[src/rtl/pwm_capture_if.sv]
// pwm_capture_if: bundles the PWM input and the measurement results of pwm_capture.
//   master : the capture block (samples pwm_in, drives the results)
//   slave  : the consumer (drives pwm_in, reads the results)
// Signals: pwm_in, high_count/period_count [CNT_W], meas_valid, stuck_high,
//          stuck_low, duty_pct [7], pct_valid.
`timescale 1ns/1ps
interface pwm_capture_if #(
  parameter int CNT_W = 16
);
  logic             pwm_in;
  logic [CNT_W-1:0] high_count;
  logic [CNT_W-1:0] period_count;
  logic             meas_valid;
  logic             stuck_high;
  logic             stuck_low;
  logic [6:0]       duty_pct;
  logic             pct_valid;

  modport master (
    input  pwm_in,
    output high_count, period_count, meas_valid, stuck_high, stuck_low,
           duty_pct, pct_valid
  );

  modport slave (
    output pwm_in,
    input  high_count, period_count, meas_valid, stuck_high, stuck_low,
           duty_pct, pct_valid
  );
endinterface

[src/rtl/pwm_capture.sv]
// pwm_capture: measures high time and period (in clk cycles) of an asynchronous
// PWM input for every complete waveform cycle and flags inputs stuck at a level.
// Optional integer duty-percentage divider enabled by macro PWM_CAPTURE_PCT_EN.
// Ports:
//   clk  - system clock, rising edge
//   rst  - synchronous active-high reset
//   bus  - pwm_capture_if.master: pwm_in in; high_count, period_count,
//          meas_valid, stuck_high, stuck_low, duty_pct, pct_valid out
// Parameters: CNT_W counter/output width, TIMEOUT stuck detection in cycles
// (2 <= TIMEOUT <= 2^CNT_W-1).
`timescale 1ns/1ps
module pwm_capture #(
  parameter int CNT_W   = 16,
  parameter int TIMEOUT = 50000
) (
  input  logic          clk,
  input  logic          rst,
  pwm_capture_if.master bus
);

  localparam logic [CNT_W-1:0] CNT_MAX = '1;
  localparam logic [CNT_W-1:0] TO_HIT  = CNT_W'(TIMEOUT - 1);
  localparam logic [CNT_W-1:0] ONE     = CNT_W'(1);

  typedef enum logic [1:0] {IDLE, HIGH, LOW} state_t;

  state_t           state, state_next;
  logic             s1, s2, s3;
  logic [2:0]       fill;
  logic             rise, fall;
  logic [CNT_W-1:0] cnt;
  logic [CNT_W-1:0] age;
  logic [CNT_W-1:0] high_latch;
  logic             timeout, latch_high, publish;
  logic [CNT_W-1:0] high_count_r, period_count_r;
  logic             meas_valid_r, stuck_high_r, stuck_low_r;

  // Synchronizer + edge-detect register. The reset contents of the chain are
  // not real samples, so strobes are held off until the chain has refilled;
  // otherwise an input already high at reset release would look like a rise.
  always_ff @(posedge clk) begin
    if (rst) begin
      s1   <= 1'b0;
      s2   <= 1'b0;
      s3   <= 1'b0;
      fill <= '0;
      rise <= 1'b0;
      fall <= 1'b0;
    end else begin
      s1   <= bus.pwm_in;
      s2   <= s1;
      s3   <= s2;
      fill <= {fill[1:0], 1'b1};
      rise <= fill[2] & s2 & ~s3;
      fall <= fill[2] & ~s2 & s3;
    end
  end

  // cnt: cycles since the last rise (period / high time).
  // age: cycles since the last edge of either polarity (stuck detection).
  always_ff @(posedge clk) begin
    if (rst) begin
      cnt <= '0;
      age <= '0;
    end else begin
      if (rise)                cnt <= ONE;
      else if (cnt != CNT_MAX) cnt <= cnt + ONE;
      if (rise || fall)        age <= ONE;
      else if (age != CNT_MAX) age <= age + ONE;
    end
  end

  assign timeout = ~rise & ~fall & (age == TO_HIT);

  always_ff @(posedge clk) begin
    if (rst) state <= IDLE;
    else     state <= state_next;
  end

  always_comb begin
    state_next = state;
    latch_high = 1'b0;
    publish    = 1'b0;
    if (timeout) begin
      state_next = IDLE;
    end else begin
      case (state)
        IDLE: if (rise) state_next = HIGH;
        HIGH: if (fall) begin
          state_next = LOW;
          latch_high = 1'b1;
        end
        LOW: if (rise) begin
          state_next = HIGH;
          publish    = 1'b1;
        end
        default: state_next = IDLE;
      endcase
    end
  end

  always_ff @(posedge clk) begin
    if (rst) begin
      high_latch     <= '0;
      high_count_r   <= '0;
      period_count_r <= '0;
      meas_valid_r   <= 1'b0;
      stuck_high_r   <= 1'b0;
      stuck_low_r    <= 1'b0;
    end else begin
      meas_valid_r <= publish;
      if (latch_high) high_latch <= cnt;
      if (publish) begin
        high_count_r   <= high_latch;
        period_count_r <= cnt;
        stuck_high_r   <= 1'b0;
        stuck_low_r    <= 1'b0;
      end
      if (timeout) begin
        stuck_high_r <= s3;
        stuck_low_r  <= ~s3;
      end
    end
  end

  assign bus.high_count   = high_count_r;
  assign bus.period_count = period_count_r;
  assign bus.meas_valid   = meas_valid_r;
  assign bus.stuck_high   = stuck_high_r;
  assign bus.stuck_low    = stuck_low_r;

`ifdef PWM_CAPTURE_PCT_EN
  localparam int DW = CNT_W + 7;

  logic [DW-1:0]    rem, trial;
  logic [CNT_W-1:0] dvs;
  logic [6:0]       quo, quo_next;
  logic [2:0]       idx;
  logic             busy, ge;
  logic [6:0]       duty_r;
  logic             pct_r;

  // Restoring division producing one quotient bit per cycle, MSB first:
  // subtract divisor<<idx whenever it fits into the running remainder.
  always_comb begin
    trial    = DW'(dvs) << idx;
    ge       = (rem >= trial);
    quo_next = quo | (ge ? (7'd1 << idx) : 7'd0);
  end

  always_ff @(posedge clk) begin
    if (rst) begin
      rem    <= '0;
      dvs    <= '0;
      quo    <= '0;
      idx    <= '0;
      busy   <= 1'b0;
      duty_r <= '0;
      pct_r  <= 1'b0;
    end else begin
      pct_r <= 1'b0;
      if (meas_valid_r) begin
        // a fresh measurement always restarts, dropping any result in flight
        rem  <= DW'(high_count_r) * DW'(100);
        dvs  <= period_count_r;
        quo  <= '0;
        idx  <= 3'd6;
        busy <= 1'b1;
      end else if (busy) begin
        quo <= quo_next;
        if (ge) rem <= rem - trial;
        if (idx == 3'd0) begin
          busy   <= 1'b0;
          duty_r <= quo_next;
          pct_r  <= 1'b1;
        end else begin
          idx <= idx - 3'd1;
        end
      end
    end
  end

  assign bus.duty_pct  = duty_r;
  assign bus.pct_valid = pct_r;
`else
  assign bus.duty_pct  = '0;
  assign bus.pct_valid = 1'b0;
`endif

endmodule
[src/flat_wrapper.sv]
// flat-port wrapper written by rule: the top's interface ports become plain ports
module pwm_capture_flat 
#(
  parameter int CNT_W   = 16,
  parameter int TIMEOUT = 50000
)
  (clk, rst, bus_pwm_in, bus_high_count, bus_period_count, bus_meas_valid, bus_stuck_high, bus_stuck_low, bus_duty_pct, bus_pct_valid);
  pwm_capture_if #(.CNT_W(CNT_W)) bus_i ();
  input  logic clk;
  input  logic rst;
  input wire logic [$bits(bus_i.pwm_in)-1:0] bus_pwm_in;
  output wire logic [$bits(bus_i.high_count)-1:0] bus_high_count;
  output wire logic [$bits(bus_i.period_count)-1:0] bus_period_count;
  output wire logic [$bits(bus_i.meas_valid)-1:0] bus_meas_valid;
  output wire logic [$bits(bus_i.stuck_high)-1:0] bus_stuck_high;
  output wire logic [$bits(bus_i.stuck_low)-1:0] bus_stuck_low;
  output wire logic [$bits(bus_i.duty_pct)-1:0] bus_duty_pct;
  output wire logic [$bits(bus_i.pct_valid)-1:0] bus_pct_valid;
  assign bus_i.pwm_in = bus_pwm_in;
  assign bus_high_count = bus_i.high_count;
  assign bus_period_count = bus_i.period_count;
  assign bus_meas_valid = bus_i.meas_valid;
  assign bus_stuck_high = bus_i.stuck_high;
  assign bus_stuck_low = bus_i.stuck_low;
  assign bus_duty_pct = bus_i.duty_pct;
  assign bus_pct_valid = bus_i.pct_valid;
  pwm_capture #(.CNT_W(CNT_W), .TIMEOUT(TIMEOUT)) u_core (.clk(clk), .rst(rst), .bus(bus_i));
endmodule
[config.mk]
export PLATFORM = sky130hd
export DESIGN_NAME = pwm_capture_flat
export DESIGN_NICKNAME = d
export VERILOG_FILES = /design/src/rtl/pwm_capture_if.sv /design/src/rtl/pwm_capture.sv /design/src/flat_wrapper.sv
export SDC_FILE = /design/constraint.sdc
export NUM_CORES = 1
export LEC_CHECK = 0
export ABC_AREA = 1
export CAP_MARGIN = 20
export CORE_ASPECT_RATIO = 0.75
export CORE_MARGIN = 3
export CORE_UTILIZATION = 31
export CTS_BUF_LIST = sky130_fd_sc_hd__clkbuf_4
export CTS_CLUSTER_DIAMETER = 100
export CTS_CLUSTER_SIZE = 24
export DETAILED_ROUTE_END_ITERATION = 8
export SETUP_SLACK_MARGIN = 0.3
export SLEW_MARGIN = 10
export SYNTH_ARGS = -nofsm -noshare
export SYNTH_HDL_FRONTEND = slang
export SYNTH_SLANG_ARGS = --single-unit
[constraint.sdc]
create_clock -name clk -period 2.16 [get_ports clk]
set_clock_uncertainty 0.05 [all_clocks]
set_input_delay 0.216 -clock clk [delete_from_list [all_inputs] [get_ports clk]]
set_output_delay 0.216 -clock clk [all_outputs]
set_load 0.01 [all_outputs]
Yosys cells after proc, flatten, opt, wreduce, memory -nomap -nowiden
Cells that the tools add are included.
- bits in registers: 93
- output and inout port bits: 43
- logic and storage cells: 64
- add/subtract/negate cells: 2
- equal/unequal tests: 7
- multiplexer cells: 17
- bitwise gates (word level): 10
- reduce and logical (&&, ||, !) cells: 10
- operators by type and width (operator ; count):
    adder 16 x 1 -> 16 bit (second input constant) ; 2
    inequality test 16 bit (second input constant) ; 2
    equality test 16 bit (second input constant) ; 1
    two-way mux 1 bit ; 14
    OR reduction 2 bit ; 4
    bitwise AND 1 bit ; 6
    nonzero test 2 bit ; 3
    two-way mux 2 bit ; 2
    inequality test 2 x 1 -> 1 bit (second input constant) ; 2
    NOT 1 bit ; 4
    case mux 2 bit (2 select lines) ; 1
    equality test 2 x 1 -> 1 bit (second input constant) ; 1
    equality test 2 bit (second input constant) ; 1
    zero test 2 bit ; 1
    AND reduction 2 bit ; 1
    logical OR 1 bit ; 1

Depth between registers and ports, before layout
- depth in word-level cells: 6
- mapped depth: 10
- gate-level depth less buffers: 9

Worst setup path after synthesis
Ideal clock, no wire load.
- kind: flip-flop to flip-flop
- start point: register u_core.age[0]
- end point: register u_core.age[1]
- library setup time: 123 ps
- arrival: 1337 ps
- data required time: 1987 ps
- path slack: 650 ps
- stages on the path, launching flop included: 10
- path buffers: 1
- cell sequence: dfxtp_1 > ha_1 > inv_2 > nor2_4 > nand2_4 > nor2_4 > inv_2 > buf_6 > nand2_1 > a21oi_1
- cells in the longest elaborated chain, start to end: 1
- ends and longest elaborated chain (item ; RTL line ; source):
    start: declaration ; pwm_capture.sv:32 ; logic [CNT_W-1:0] age;
    start signal: assignment ; pwm_capture.sv:69 ; else if (age != CNT_MAX) age <= age + ONE;
    adder 16 x 1 -> 16 bit / inequality test 16 bit (equally long branches) ; pwm_capture.sv:69 ;
Parallel ways exist; a longest one is shown, timed or not.
A chain may end at the register's enable or synchronous reset.

Worst setup path in the final report
- start point: register u_core.stuck_high_r, in the netlist u_core.bus.stuck_high
- end point: output bus_stuck_high
- RTL lines (item ; RTL line ; source):
    start: declaration ; pwm_capture.sv:36 ; logic meas_valid_r, stuck_high_r, stuck_low_r;
    start signal: assignment ; pwm_capture.sv:108 ; stuck_high_r <= 1'b0;
    start signal: assignment ; pwm_capture.sv:116 ; stuck_high_r <= 1'b0;
    start signal: assignment ; pwm_capture.sv:120 ; stuck_high_r <= s3;
    end: declaration ; flat_wrapper.sv:15 ; output wire logic [$bits(bus_i.stuck_high)-1:0] bus_stuck_high;
No word-level cell between the ends.

==> run metrics <==
status finished clean; post-route setup TNS 0 ns; delay-heaviest family, CP buffers and inverters; slowest cell delay on critical path 0.55 ns; CTS tree built; remaining global-route overflow 0; fin area around 4700 sq um; Worst Path Arrival 1.37 ns; area leader, netlist dfxtp_1; top cells by count, synth dfxtp_1 (93), nand2_1 (91), inv_1 (75); Clk pin slew, worst setup/hold paths 0.13 ns; H-Tree Depth 3; combinational power share 0.033; Num CTS Buffers 9; final slew viol count 0; Max-cap violations 0; Antenna Cells 0; most numerous cell in the Yosys netlist dfxtp_1; internal power around 2.3 mW; DIE AREA 14300 sq um; WL final 9180 um; clock sinks 93; Clock Latency Late Sink 0.45 ns; GP Congestion 0.865; asr flop ratio synth 0; worst min path class input port to flop; CTS root buffer clkbuf_4; crit path from u_core.bus.stuck_high; crit path cell chain clkdlybuf4s50_1; clk buf depth 2; final setup fails 0; Pwr per Cell Area 631 nW/um^2; area of the mapped netlist 4010 sq um; peak supply drop 0.000368 V; vias in the first global route 3206; share of layout cells above drive strength 1 0.0967; Antenna Nets Post-Route 0; post-CTS setup buffers 0; Final Core Density 0.378; reported net switching power 0.633 mW; critical path startpoint category flop; register area share after synthesis 0.464; first-pass GRT wire length 15700 um; cts hold-fix bufs 0; Tot GR Track Use 0.136; crit path max fanout 2; vias post-DR around 3400; Distinct cells, synth 28; mean post-synth cell area 7.44 sq um; Sequential Power Share 0.588; Reg2Reg Setup Slack 0.53 ns; Vias/cell 4.57; Main synth FF type dfxtp_1; Yosys top cell area share 0.464; area delta synth->final 17.4%; DRT iter0 DRCs 193; Worst Hold Slack 0.219 ns; setup repair after global routing missed its margin no; Synth Warn # 0; Achievable Freq 611 MHz; Tmin final 1.64 ns; critical path required time 1.89 ns; worst flop-to-flop path startpoint u_core.age[0]; largest net degree at the start of global routing 44; Cells after Synth between 500 and 600; Yosys reg bits 93; core area 12400 sq um; CP endpoint kind primary output; DR pass1 iterations 4; Post-synth EDFFs 0; final hold violation count 0; Sw Share 0.213; Non-Filler Instances 745; clock power share 0.379; initial antenna violation count 0; worst path bufs/invs 1; starting density of the core 0.322; # placed instances 731; Row Count 35; Final Cycle Share 0.758; WL/cell 12.3 um; Ports 46; placed cell areas around 4500 sq um; Die Y-Extent 104 um; Crit Path Class flop to primary output; HP Start bus_pwm_in; IO Port Bufs 37; # DRC 0; Layout Nets just under 600; synth top area cells dfxtp_1 (46%), nand2_1 (8.5%), o21ai_0 (7.2%); crit path max-delay cell type clkdlybuf4s50_1; die width between 100 and 150 um; HPWL after DPL 6840 um; leakage 1.85 nW
final timing paths:
| kind | to | cells after the start |
|---|---|---|
| max | bus_stuck_high | 1 |
| min reg2reg | u_core.fill[2] | 2 |
| min | u_core.s1 | 3 |
| max reg2reg | u_core.age[1] | 8 |
logic make-up after synthesis:
kind of cell | after synthesis | synth area share
AO/OA/AOI/OAI | 123 | 0.169
XOR/XNOR | 1 | 0.00219
adder cells (fa/ha/maj) | 2 | 0.00624
buffers and inverters | 106 | 0.113
flip-flops | 93 | 0.464
other | 1 | 0.000935
AND/OR/NAND/NOR | 213 | 0.244
routing by layer:
layer	part of all wire	GRT usage	routed length, um
met1	0.53	0.205	4880
met2	0.39	0.185	3620
met3	0.061	0.0392	558
met4	0.012	0.0363	114
met5	0	0	0
registers in the layout, summed over array words and instances, names as in the netlist, 2 cells and up:
| signal | count |
|---|---|
| u_core.bus.period_count | 16 |
| u_core.fill | 3 |
| u_core.state | 2 |
| u_core.age | 16 |
| u_core.high_latch | 16 |
| u_core.cnt | 16 |
| u_core.bus.high_count | 16 |
area by class of cell:
class / count / area (sq um)
Inverter: 81 / 304
Tap cell: 166 / 208
Timing Repair Buffer: 44 / 435
Clock buffer: 9 / 67.6
Sequential cell: 93 / 1860
Multi-Input combinational cell: 347 / 1730
Clock inverter: 5 / 101
Fill cell: 1300 / 7730
cell usage in the layout, fill, tap and decap left out, drive strengths merged, types with 11 or more instances in the layout:
cell type / count
a21oi: 51
a31oi: 13
clkdlybuf4s50: 37
dfxtp: 93
inv: 81
nand2: 96
nand3: 34
nand4: 11
nor2: 62
o21ai: 58
through the flow:
stage / total power [mW] / setup slack, ns
detailed placement: 1.88 / 0.363
finish: 2.97 / 0.522
global route: 3.07 / 0.343
CTS: 3.00 / 0.449
global placement: 1.87 / 0.419
floorplan: 1.85 / 0.650
repair_timing:
action,4_1_cts,5_1_grt
gates resized for setup,0,1
endpoints found under the setup margin,0,1
hold endpoints to repair,0,0
power groups by stage:
stage,Sequential (mW),Combinational (mW),Clock (mW)
6_report,1.74,0.0977,1.13
2_1_floorplan,1.78,0.0755,0
3_5_place_dp,1.78,0.0975,0
4_1_cts,1.74,0.0976,1.16
3_3_place_gp,1.78,0.0947,0
5_1_grt,1.75,0.110,1.22
Power figures use the tool's default switching activity.
